$ cat src/rtl/dmem_arb_pkg.sv
// ============================================================================
// Module      : dmem_arb_pkg
// Description : Shared types and constants for the data-memory arbiter.
// Revision    : 1.0 - initial release
// ============================================================================
`default_nettype none

package dmem_arb_pkg;

  typedef enum logic [1:0] {
    IDLE   = 2'd0,
    ACCESS = 2'd1,
    RESP   = 2'd2
  } state_t;

  localparam logic PORT_CPU = 1'b0;
  localparam logic PORT_DBG = 1'b1;

endpackage

`default_nettype wire

$ cat src/rtl/rr_arbiter2.sv
// ============================================================================
// Module      : rr_arbiter2
// Description : Two-requester round-robin winner select with last-served pointer.
// Revision    : 1.0 - initial release
// ============================================================================
`default_nettype none

module rr_arbiter2
  import dmem_arb_pkg::*;
(
  input  logic clk,
  input  logic reset,
  input  logic i_req0,
  input  logic i_req1,
  input  logic i_update,
  output logic o_any,
  output logic o_win
);

  logic r_last;

  // On a tie the port that was not served last takes the slot.
  always_comb begin
    o_any = i_req0 | i_req1;
    if (i_req0 && i_req1) begin
      o_win = ~r_last;
    end else if (i_req1) begin
      o_win = PORT_DBG;
    end else begin
      o_win = PORT_CPU;
    end
  end

  always_ff @(posedge clk or negedge reset) begin
    if (!reset) begin
      r_last <= PORT_DBG;
    end else if (i_update && o_any) begin
      r_last <= o_win;
    end
  end

endmodule

`default_nettype wire

$ cat src/rtl/dmem_arbiter.sv
// ============================================================================
// Module      : dmem_arbiter
// Description : Two-port round-robin arbiter in front of a single-ported dmem.
// Revision    : 1.0 - initial release
// ============================================================================
`default_nettype none

module dmem_arbiter
  import dmem_arb_pkg::*;
#(
  parameter int ADDR_W = 64,
  parameter int DATA_W = 64
) (
  input  logic              clk,
  input  logic              reset,
  input  logic              req0,
  input  logic              we0,
  input  logic [ADDR_W-1:0] addr0,
  input  logic [DATA_W-1:0] wdata0,
  input  logic              req1,
  input  logic              we1,
  input  logic [ADDR_W-1:0] addr1,
  input  logic [DATA_W-1:0] wdata1,
  output logic              gnt0,
  output logic              gnt1,
  output logic              rvalid0,
  output logic              rvalid1,
  output logic [DATA_W-1:0] rdata0,
  output logic [DATA_W-1:0] rdata1,
  output logic              mem_read,
  output logic              mem_write,
  output logic [ADDR_W-1:0] mem_address,
  output logic [DATA_W-1:0] mem_write_data,
  input  logic [DATA_W-1:0] mem_read_data,
  output logic              busy
);

  state_t              r_state;
  state_t              w_next;
  logic                w_accept;
  logic                w_any;
  logic                w_win;
  logic                r_idx;
  logic                r_we;
  logic [ADDR_W-1:0]   r_addr;
  logic [DATA_W-1:0]   r_wdata;
  logic [DATA_W-1:0]   r_rdata0;
  logic [DATA_W-1:0]   r_rdata1;

  rr_arbiter2 u_rr (
    .clk      (clk),
    .reset    (reset),
    .i_req0   (req0),
    .i_req1   (req1),
    .i_update (w_accept),
    .o_any    (w_any),
    .o_win    (w_win)
  );

  always_ff @(posedge clk or negedge reset) begin
    if (!reset) begin
      r_state <= IDLE;
    end else begin
      r_state <= w_next;
    end
  end

  // RESP arbitrates exactly like IDLE so back-to-back traffic needs no idle gap.
  always_comb begin
    w_next   = r_state;
    w_accept = 1'b0;
    case (r_state)
      IDLE, RESP: begin
        if (w_any) begin
          w_next   = ACCESS;
          w_accept = 1'b1;
        end else begin
          w_next   = IDLE;
        end
      end
      ACCESS:  w_next = RESP;
      default: w_next = IDLE;
    endcase
  end

  always_ff @(posedge clk or negedge reset) begin
    if (!reset) begin
      r_idx   <= PORT_CPU;
      r_we    <= 1'b0;
      r_addr  <= '0;
      r_wdata <= '0;
    end else if (w_accept) begin
      r_idx   <= w_win;
      r_we    <= (w_win == PORT_DBG) ? we1 : we0;
      r_addr  <= (w_win == PORT_DBG) ? addr1 : addr0;
      r_wdata <= (w_win == PORT_DBG) ? wdata1 : wdata0;
    end
  end

  always_ff @(posedge clk or negedge reset) begin
    if (!reset) begin
      r_rdata0 <= '0;
      r_rdata1 <= '0;
    end else if (r_state == ACCESS && !r_we) begin
      if (r_idx == PORT_DBG) begin
        r_rdata1 <= mem_read_data;
      end else begin
        r_rdata0 <= mem_read_data;
      end
    end
  end

  assign gnt0           = (r_state == ACCESS) && (r_idx == PORT_CPU);
  assign gnt1           = (r_state == ACCESS) && (r_idx == PORT_DBG);
  assign rvalid0        = (r_state == RESP) && (r_idx == PORT_CPU);
  assign rvalid1        = (r_state == RESP) && (r_idx == PORT_DBG);
  assign rdata0         = r_rdata0;
  assign rdata1         = r_rdata1;
  assign mem_read       = (r_state == ACCESS) && !r_we;
  assign mem_write      = (r_state == ACCESS) && r_we;
  assign mem_address    = r_addr;
  assign mem_write_data = r_wdata;
  assign busy           = (r_state != IDLE);

endmodule

`default_nettype wire

$ cat config.mk
export PLATFORM = sky130hd
export DESIGN_NAME = dmem_arbiter
export DESIGN_NICKNAME = d
export VERILOG_FILES = /design/src/rtl/dmem_arb_pkg.sv /design/src/rtl/rr_arbiter2.sv /design/src/rtl/dmem_arbiter.sv
export SDC_FILE = /design/constraint.sdc
export NUM_CORES = 1
export LEC_CHECK = 0
export ABC_AREA = 1
export CAP_MARGIN = 20
export CORE_AREA = 2 2 228 230
export CTS_CLUSTER_DIAMETER = 120
export CTS_CLUSTER_SIZE = 8
export DETAILED_ROUTE_END_ITERATION = 10
export DIE_AREA = 0 0 230 232
export PLACE_DENSITY_LB_ADDON = 0.25
export SLEW_MARGIN = 30
export SYNTH_ARGS = -nofsm -noshare
export SYNTH_HDL_FRONTEND = slang
export SYNTH_SLANG_ARGS = --single-unit
$ cat constraint.sdc
create_clock -name clk -period 1.4 [get_ports clk]
set_input_delay 0.14 -clock clk [delete_from_list [all_inputs] [get_ports clk]]
set_output_delay 0.14 -clock clk [all_outputs]
set_load 0.01 [all_outputs]
==> results.ini, run 1 <==
[worst_setup_path]
cp.required_ns=1.26
critPathLaunchType=register
r2r_slack_ns=-0.20
r2r-start=r_state[0]$_DFF_PN0_
cp_data_arrival_time_ns=1.47
critPathLaunch=r_state[0]$_DFF_PN0_
crit_end=gnt1
critPathKind=register to primary output
crit_path_top_delay_cell=dfrtp_1
r2r-end=mem_address[63]$_DFFE_PN0P_
crit_path_cell_trace=inv_2, nor2_4, inv_2, buf_6, nor2_4, buf_6
worst_setup_path_end_kind=primary output
cp_max_fo=3
r2r_cells=10
crit_path_max_incr_delay_ns=0.38

[synthesis]
synth_seq_cells=261
syn_nets=2024
synth.top_cell.area_share_pct=51.4
synth_top_area_cell=dfrtp_1
ys_seq_area_share_pct=51.6
synth_cells=1698
synth_area_leaders=dfrtp_1 (51%), nand2_1 (19%), nand3_1 (10%)
ys_warn_count=0
synth_cell_type_count=17
synth_area_per_cell_um2=7.46
synth_area_um2=12700

[floorplan]
die-area_um2=53400
rows=83
start_util_pct=24.9
fp.dieW_um=230
core_area_um2=50900
die_h_um=232
ios=589

[clock_tree]
clk_latency_ns=0.54
clkTransAtPathRegs_ns=0.06
cts-root-to-sink-buffers=3
cts_sinks=261
root_buffer=clkbuf_16
h-tree-depth=2
cts_buffers=38
cts_tree=done

[global_routing]
grt_antenna_before_repair=1
grt.total_usage_pct=20.2
grt_max_degree=62
overflow=0
grt_pass1_wl_um=83900
grt_pass1_vias=13800

[power_and_ir_drop]
ir_drop_uv=742
leakage_nw=11.8
p_comb_share_pct=39.7
internal_power_mw=21.5
p_clk_share_pct=24.8
seqPwrFrac_pct=35.5
switchingPower_mw=11.7
p_per_area_nw_per_um2=1500
netSwitchingFraction_pct=35.3

[run_status]
status=finished with violations
violations=setup timing

[cells_and_area]
fin_util_pct=43.5
layout.nets=2672
syn2layout_area_growth_pct=74.7
final_cell_mix=nand2_1 (639), clkdlybuf4s50_1 (323), inv_1 (258), dfrtp_1 (257), nand3_1 (238)
nFillCells=5088
layout.cells.most_common=nand2_1
drive_gt1_share_pct=10.6
instances_no_fill=3033
antennaDiodeCount=0

[placed_design]
place_ws_ns=-0.268
portBuffers=588
placed_cells=2933
hpwl_um=38800
gp_congestion=0.935

[timing]
holdWs_ns=0.133
worst_pin_slew_ns=0.486
fin_skew_ns=0.0182
max_freq_mhz=621
finalWorstSetupSlack_ns=-0.210
fin_crit_sh_pct=115
rsz0062_at_grt=yes
final_hold_viol_count=0
drv_slew=0
relSlewSlack_pct=67.6
setup_viol=263
final.min_clock_period_ns=1.61

[routing]
wl_per_cell_um=18.1
vias=13800
routed_wl_um=54800
drtAntennaViolNets=0
vias_per_cell=4.55
drc=0
drtIter0Drc=729
firstDrtPassIters=5

[run]
maxCapViolCount=0

[min_path]
hold_path_class=input port to async pin

through the flow:
step	setup TNS, ns	power [mW]	area (µm²)
floorplan	-0.524	16.8	12700
global placement	-20.67	25.7	19900
detailed placement	-26.68	25.8	19900
CTS	-24.86	33.5	22000
global route	-49.02	35.3	22100
finish	-24.36	33.2	22100
worst max-delay path, delay by kind of cell, from the launching register on:
kind | cells | cell delay (ns)
DFF | 1 | 0.38
buffers and inverters | 4 | 0.36
and+or+nand+nor | 2 | 0.20
worst min path at each step:
stage	end	slack [ns]	cells after the start
2_1_floorplan	mem_address[0]$_DFFE_PN0P_	-0.16	0
3_3_place_gp	mem_address[13]$_DFFE_PN0P_	0.1	1
3_5_place_dp	mem_address[13]$_DFFE_PN0P_	0.10	1
4_1_cts	mem_address[13]$_DFFE_PN0P_	0.14	2
5_1_grt	mem_address[13]$_DFFE_PN0P_	0.14	2
6_report	mem_address[13]$_DFFE_PN0P_	0.13	2
sequential cells by signal, summed over array words and instances, names as in the netlist:
name,flops
mem_address,64
mem_write_data,64
rdata0,64
rdata1,64
r_state,2
r_idx,1
r_we,1
u_rr.r_last,1
kinds of logic after synthesis:
kind of cell	count (synthesis)	share of synthesized area, %
compound gates	1	0.0395
buf+inv	390	12.1
flops	261	51.6
simple gates	1046	36.3
synthesized netlist by cell type:
master,instances
buf_1,12
buf_2,51
clkbuf_1,63
clkinv_1,1
dfrtp_1,260
dfstp_2,1
inv_1,259
inv_2,4
nand2_1,648
nand3_1,259
nand3_2,2
nand4_1,128
nor2_1,5
nor2_2,1
nor2_4,1
nor3_1,2
o21ai_0,1
final cells by class:
cell class	count	area, µm²	area share [%]
Tap cell	680	851	3.85
Clock inverter	2	13.8	0.0622
Sequential cell	261	6540	29.6
Clock buffer	45	998	4.51
Inverter	264	1020	4.62
Timing Repair Buffer	731	7820	35.4
Timing Repair inverter	3	47.5	0.215
Multi-Input combinational cell	1047	4830	21.8
power groups by stage:
stage / clock network (mW) / registers, mW / logic, mW
floorplan: 0 / 13.0 / 3.80
global placement: 0 / 11.9 / 13.8
detailed placement: 0 / 11.9 / 13.9
CTS: 8.51 / 11.8 / 13.2
global route: 8.81 / 12.2 / 14.4
finish: 8.22 / 11.8 / 13.2
metal layers:
metal  GRT usage, %  wire length [µm]  up-vias
met5              0                 0        -
met4           6.35              1590        0
met3           5.22              4450       92
met2           34.5             26600      603
met1           25.0             22100     6512
li1               -                 -     6595
timing repair:
item | 4_1_cts | 5_1_grt
endpoints found under the setup margin | 447 | 325
endpoints found under the hold margin | 260 | 0
cloned | 25 | 4
setup buffers | 23 | 6
pin swaps | 8 | 9
gates resized for setup | 435 | 25
hold buffers | 1 | 0
(Power assumes the default switching activity.)
==> run 2: changes to the inputs <==
- CAP_MARGIN: 20 -> 40
- CORE_AREA: 2 2 228 230 -> 2 2 230 232
- DIE_AREA: 0 0 230 232 -> 0 0 232 234
- clock period: 1.4 -> 1.6 ns (I/O delays scaled with it)
==> results.ini, run 2 (same netlist as run 1, synthesis figures left out) <==
[routing]
routed_wl_um=54700  ; -0.21%
firstDrtPassIters=6  ; +1
vias=13500  ; -2.0%
drtAntennaViolNets=0  ; unchanged
drc=0  ; unchanged
drtIter0Drc=751  ; +3.0%
wl_per_cell_um=18.2  ; +0.58%
vias_per_cell=4.49  ; -1.2%

[global_routing]
grt_antenna_before_repair=9  ; +8
grt_pass1_wl_um=79500  ; -5.2%
overflow=0  ; unchanged
grt_pass1_vias=13600  ; -1.6%
grt_max_degree=97  ; +56%
grt.total_usage_pct=19.0  ; -1.3 points

[cells_and_area]
final_cell_mix=nand2_1 (644), clkdlybuf4s50_1 (323), inv_1 (259), nand3_1 (259), dfrtp_1 (257)
layout.nets=2630  ; -1.6%
finalInstanceArea_um2=21000  ; -5.0%
drive_gt1_share_pct=7.65  ; -2.9 points
fin_util_pct=40.4  ; -3.1 points
nFillCells=5365  ; +5.4%
instances_no_fill=3009  ; -0.79%
layout.cells.most_common=nand2_1
syn2layout_area_growth_pct=65.9

[placed_design]
placed_cells=2929  ; -0.14%
post_dp_cell_area_um2=19800  ; -0.53%
hpwl_um=39100  ; +0.76%
gp_congestion=0.928  ; -0.83%
portBuffers=588  ; unchanged

[worst_setup_path]
r2r-start=r_state[1]$_DFF_PN0_
critPathLaunchType=register
worst_setup_path_end_kind=primary output
r2r_cells=7  ; -3
cp.required_ns=1.44  ; +0.18 ns
critPathKind=register to primary output
cp_data_arrival_time_ns=1.42  ; -0.05 ns
cp_max_fo=4  ; +1
critPathLaunch=r_state[1]$_DFF_PN0_

[timing]
drv_slew=0  ; unchanged
worst_pin_slew_ns=0.609  ; +0.124 ns
fin_skew_ns=0.0275  ; +0.00934 ns
max_freq_mhz=633
final.min_clock_period_ns=1.58
finalSetupTns_ns=0  ; +24.36 ns
relSlewSlack_pct=59.4  ; -8.3 points
setup_viol=0  ; -100%
final_hold_viol_count=0  ; unchanged
rsz0062_at_grt=yes
fin_crit_sh_pct=98.7

[clock_tree]
h-tree-depth=2  ; unchanged
cts-root-to-sink-buffers=3  ; unchanged
root_buffer=clkbuf_16
cts_sinks=261  ; unchanged
cts_tree=done
clk_latency_ns=0.55  ; about the same
clkTransAtPathRegs_ns=0.05  ; about the same
cts_buffers=38  ; unchanged

[run]
maxCapViolCount=0  ; unchanged

[floorplan]
die-area_um2=54300  ; +1.7%
start_util_pct=24.3  ; -0.54 points
die_h_um=234  ; +0.86%
fp.dieW_um=232  ; +0.87%
rows=84  ; +1.2%
ios=589  ; unchanged
core_area_um2=52000  ; +2.2%

[power_and_ir_drop]
p_per_area_nw_per_um2=1350  ; -10%
ir_drop_uv=750  ; +1.0%
power_mw=28.4  ; -15%
leakage_nw=11.5  ; -3.1%

[min_path]
hold_path_class=input port to async pin

[run_status]
status=finished clean

==> run 2: power breakdown <==
group          switching (mW)  internal [mW]  leakage (nW)  total [mW]
Sequential               1.28           8.98          3.19        10.3
Combinational            5.90           4.88          7.79        10.8
Clock                    2.95           4.36         0.507        7.31
Total                    10.1           18.2          11.5        28.4
==> run 2: critical path: stages, from the launching register on <==
cell and delay [ns]:
dfrtp_1 0.40, nor2_4 0.14, inv_4 0.08, nor2_2 0.11
buf_2 0.14
==> run 2: area by class of cell <==
cell class / instances / area [µm²] / share of cell area, %
repair buffers: 692 / 6880 / 32.7
flip-flops and latches: 261 / 6540 / 31.1
multi-input cells: 1047 / 4670 / 22.2
clock buffers: 46 / 1000 / 4.77
inverters: 264 / 1000 / 4.77
well taps: 688 / 861 / 4.10
clock inverters: 3 / 37.5 / 0.179
diodes: 8 / 20.0 / 0.0953
==> run 2: metal layers <==
metal	wire length (µm)	up-vias	share of wire (%)	GRT usage [%]
met5	22	-	0.040	0
met4	1680	4	3.1	7.49
met3	4780	87	8.7	5.39
met2	26100	545	48	31.5
met1	22100	6367	40	23.3
li1	-	6520	-	-
==> run 2: what timing repair did <==
item                                   CTS  global route
setup buffers                            5             8
endpoints found under the hold margin   91             0
gates cloned                             0             9
pin swaps                                1             2
gates resized for setup                282            42
hold buffers                             1             0
setup endpoints to repair              251           215
==> run 2: worst paths after layout <==
kind                                                      end  slack, ns
worst max-delay path                                mem_write       0.02
worst min-delay path                   rdata1[61]$_DFFE_PN0P_       0.20
worst max register to register         rdata1[32]$_DFFE_PN0P_       0.08
worst min register to register         rdata0[38]$_DFFE_PN0P_       0.46
max in group asynchronous       mem_write_data[0]$_DFFE_PN0P_       0.76
min in group clk                       rdata0[51]$_DFFE_PN0P_       0.21
==> run 2: metrics by stage <==
stage | setup slack [ns] | hold slack, ns
after floorplan | 0.193 | -0.136
after global placement | -0.200 | 0.171
after detailed placement | -0.195 | 0.173
after CTS | -0.0117 | 0.172
after global routing | -0.0451 | 0.199
final | 0.0202 | 0.203
==> run 3: changes to the inputs <==
- PLACE_DENSITY: not set -> 0.51
- PLACE_DENSITY_LB_ADDON: 0.25 -> not set
==> results.ini, run 3 (same netlist as run 1, synthesis figures left out) <==
[cells_and_area]
fin_util_pct=39.7  ; -0.69 points
layout.nets=2606  ; -0.91%
drive_gt1_share_pct=6.56  ; -1.1 points
layout.cells.most_common=nand2_1
instances_no_fill=2985  ; -0.80%
syn2layout_area_growth_pct=63.1
finalInstanceArea_um2=20600  ; -1.7%
final_cell_mix=nand2_1 (646), clkdlybuf4s50_1 (323), inv_1 (258), dfrtp_1 (258), nand3_1 (257)

[global_routing]
grt_pass1_wl_um=80700  ; +1.5%
overflow=0  ; unchanged
grt_max_degree=115  ; +19%
grt.total_usage_pct=19.2  ; +0.25 points
grt_antenna_before_repair=8  ; -1
grt_pass1_vias=13500  ; -0.84%

[power_and_ir_drop]
switchingPower_mw=10.1  ; -0.12%
leakage_nw=11.2  ; -2.3%
netSwitchingFraction_pct=36.1  ; +0.34 points
p_comb_share_pct=37.6  ; -0.4 points
seqPwrFrac_pct=36.6  ; +0.4 points
p_clk_share_pct=25.8  ; about the same
ir_drop_uv=711  ; -5.1%
internal_power_mw=17.9  ; -1.6%
p_per_area_nw_per_um2=1360  ; +0.65%

[run_status]
violations=setup timing
status=finished with violations

[clock_tree]
clk_latency_ns=0.55  ; about the same
cts-root-to-sink-buffers=3  ; unchanged
cts_tree=done
cts_sinks=261  ; unchanged
root_buffer=clkbuf_16
h-tree-depth=2  ; unchanged
clkTransAtPathRegs_ns=0.05  ; about the same
cts_buffers=38  ; unchanged

[timing]
fin_crit_sh_pct=100  ; +1.4 points
relSlewSlack_pct=59.8  ; +0.38 points
finalWorstSetupSlack_ns=-0.00222  ; -0.0224 ns
fin_skew_ns=0.0250  ; -0.00245 ns
final.min_clock_period_ns=1.60  ; +0.0224 ns
rsz0062_at_grt=yes
worst_pin_slew_ns=0.604  ; -0.00563 ns
max_freq_mhz=624  ; -1.4%
final_hold_viol_count=0  ; unchanged
setup_viol=1  ; +1
drv_slew=0  ; unchanged

[routing]
routed_wl_um=53500  ; -2.1%
wl_per_cell_um=17.9  ; -1.3%
drc=0  ; unchanged
vias_per_cell=4.50  ; +0.10%
drtIter0Drc=796  ; +6.0%
firstDrtPassIters=5  ; -1
vias=13400  ; -0.70%
drtAntennaViolNets=0  ; unchanged

[worst_setup_path]
critPathKind=register to primary output
r2r-end=rdata1[16]$_DFFE_PN0P_
r2r_slack_ns=0.04  ; -0.04 ns
critPathLaunchType=register
worst_setup_path_end_kind=primary output
crit_end=gnt0
r2r-start=r_state[0]$_DFF_PN0_
r2r_cells=8  ; +1
critPathLaunch=r_idx$_DFFE_PN0P_
cp_data_arrival_time_ns=1.44  ; +0.02 ns
cp.required_ns=1.44  ; about the same
cp_max_fo=4  ; unchanged

[floorplan]
start_util_pct=24.3  ; unchanged
die_h_um=234  ; unchanged
die-area_um2=54300  ; unchanged
rows=84  ; unchanged
ios=589  ; unchanged
fp.dieW_um=232  ; unchanged
core_area_um2=52000  ; unchanged

[placed_design]
hpwl_um=39100  ; -0.22%
gp_congestion=0.870  ; -6.2%
placed_cells=2918  ; -0.38%
portBuffers=588  ; unchanged
post_dp_cell_area_um2=19700  ; -0.61%

[run]
maxCapViolCount=0  ; unchanged

[min_path]
hold_path_class=input port to async pin

[run 3: cell count changes in the layout (fill, tap and decap cells not counted), sizes merged]
cell / before / now
buf: 106 / 84
dlygate4sd2: 244 / 255
dlymetal6s2s: 12 / 1
clkbuf: 52 / 46
inv: 263 / 265
bufbuf: 0 / 1
clkdlybuf4s15: 0 / 1
clkinv: 4 / 3
diode: 8 / 9
[run 3: worst max-delay path, cell delays in order (launching register included)]
cell     delay [ns]
dfrtp_2        0.47
buf_4          0.18
nor2_2         0.12
buf_2          0.15
[run 3: layout make-up]
class | instances | area, µm²
antenna | 9 | 22.5
clock buffer | 44 | 973
clock inverter | 4 | 38.8
fill | 5464 | 31400
inverter | 264 | 1000
multi-input combinational | 1047 | 4660
sequential | 261 | 6540
tap | 688 | 861
timing repair buffer | 668 | 6560
[run 3: worst min-delay path by stage]
stage,startpoint,endpoint,slack [ns]
after floorplan,reset,mem_address[0]$_DFFE_PN0P_,-0.14
after global placement,reset,mem_write_data[49]$_DFFE_PN0P_,0.08
after detailed placement,reset,mem_write_data[46]$_DFFE_PN0P_,0.09
after CTS,reset,rdata1[14]$_DFFE_PN0P_,0.09
after global routing,reset,mem_write_data[46]$_DFFE_PN0P_,0.11
final,reset,mem_write_data[46]$_DFFE_PN0P_,0.10
[run 3: per-layer routing]
metal | GRT usage [%] | share of wire [%] | vias to the layer above | wire length [µm]
li1 | - | - | 6465 | -
met5 | 0 | 0 | - | 0
met1 | 23.3 | 40 | 6360 | 21500
met3 | 5.48 | 7.7 | 106 | 4150
met4 | 8.57 | 4.1 | 0 | 2190
met2 | 31.9 | 48 | 498 | 25700
[run 3: per-stage QoR]
stage	hold WS, ns	power, mW	TNS [ns]	setup slack [ns]
after detailed placement	0.0867	22.6	-3.63	-0.0880
after global placement	0.0843	22.5	-1.15	-0.0386
after global routing	0.106	30.0	-1.72	-0.0543
after floorplan	-0.136	14.7	0	0.193
final	0.104	28.0	-0.00222	-0.00222
after CTS	0.0872	28.4	-0.138	-0.0643
[run 3: power groups by stage]
stage                     logic [mW]  clock network [mW]  registers (mW)
after CTS                       10.6                7.52            10.3
final                           10.5                7.24            10.3
after detailed placement        12.2                   0            10.4
after floorplan                 3.32                   0            11.4
after global routing            11.6                7.83            10.6
after global placement          12.1                   0            10.4
[run 3: what timing repair did]
item                       in CTS  in global routing
resized for setup             289                 20
pin swaps                       1                  3
setup endpoints to repair     318                123
hold buffers                    1                  0
cloned                          1                  2
hold endpoints to repair      260                  0
buffers inserted                4                  2
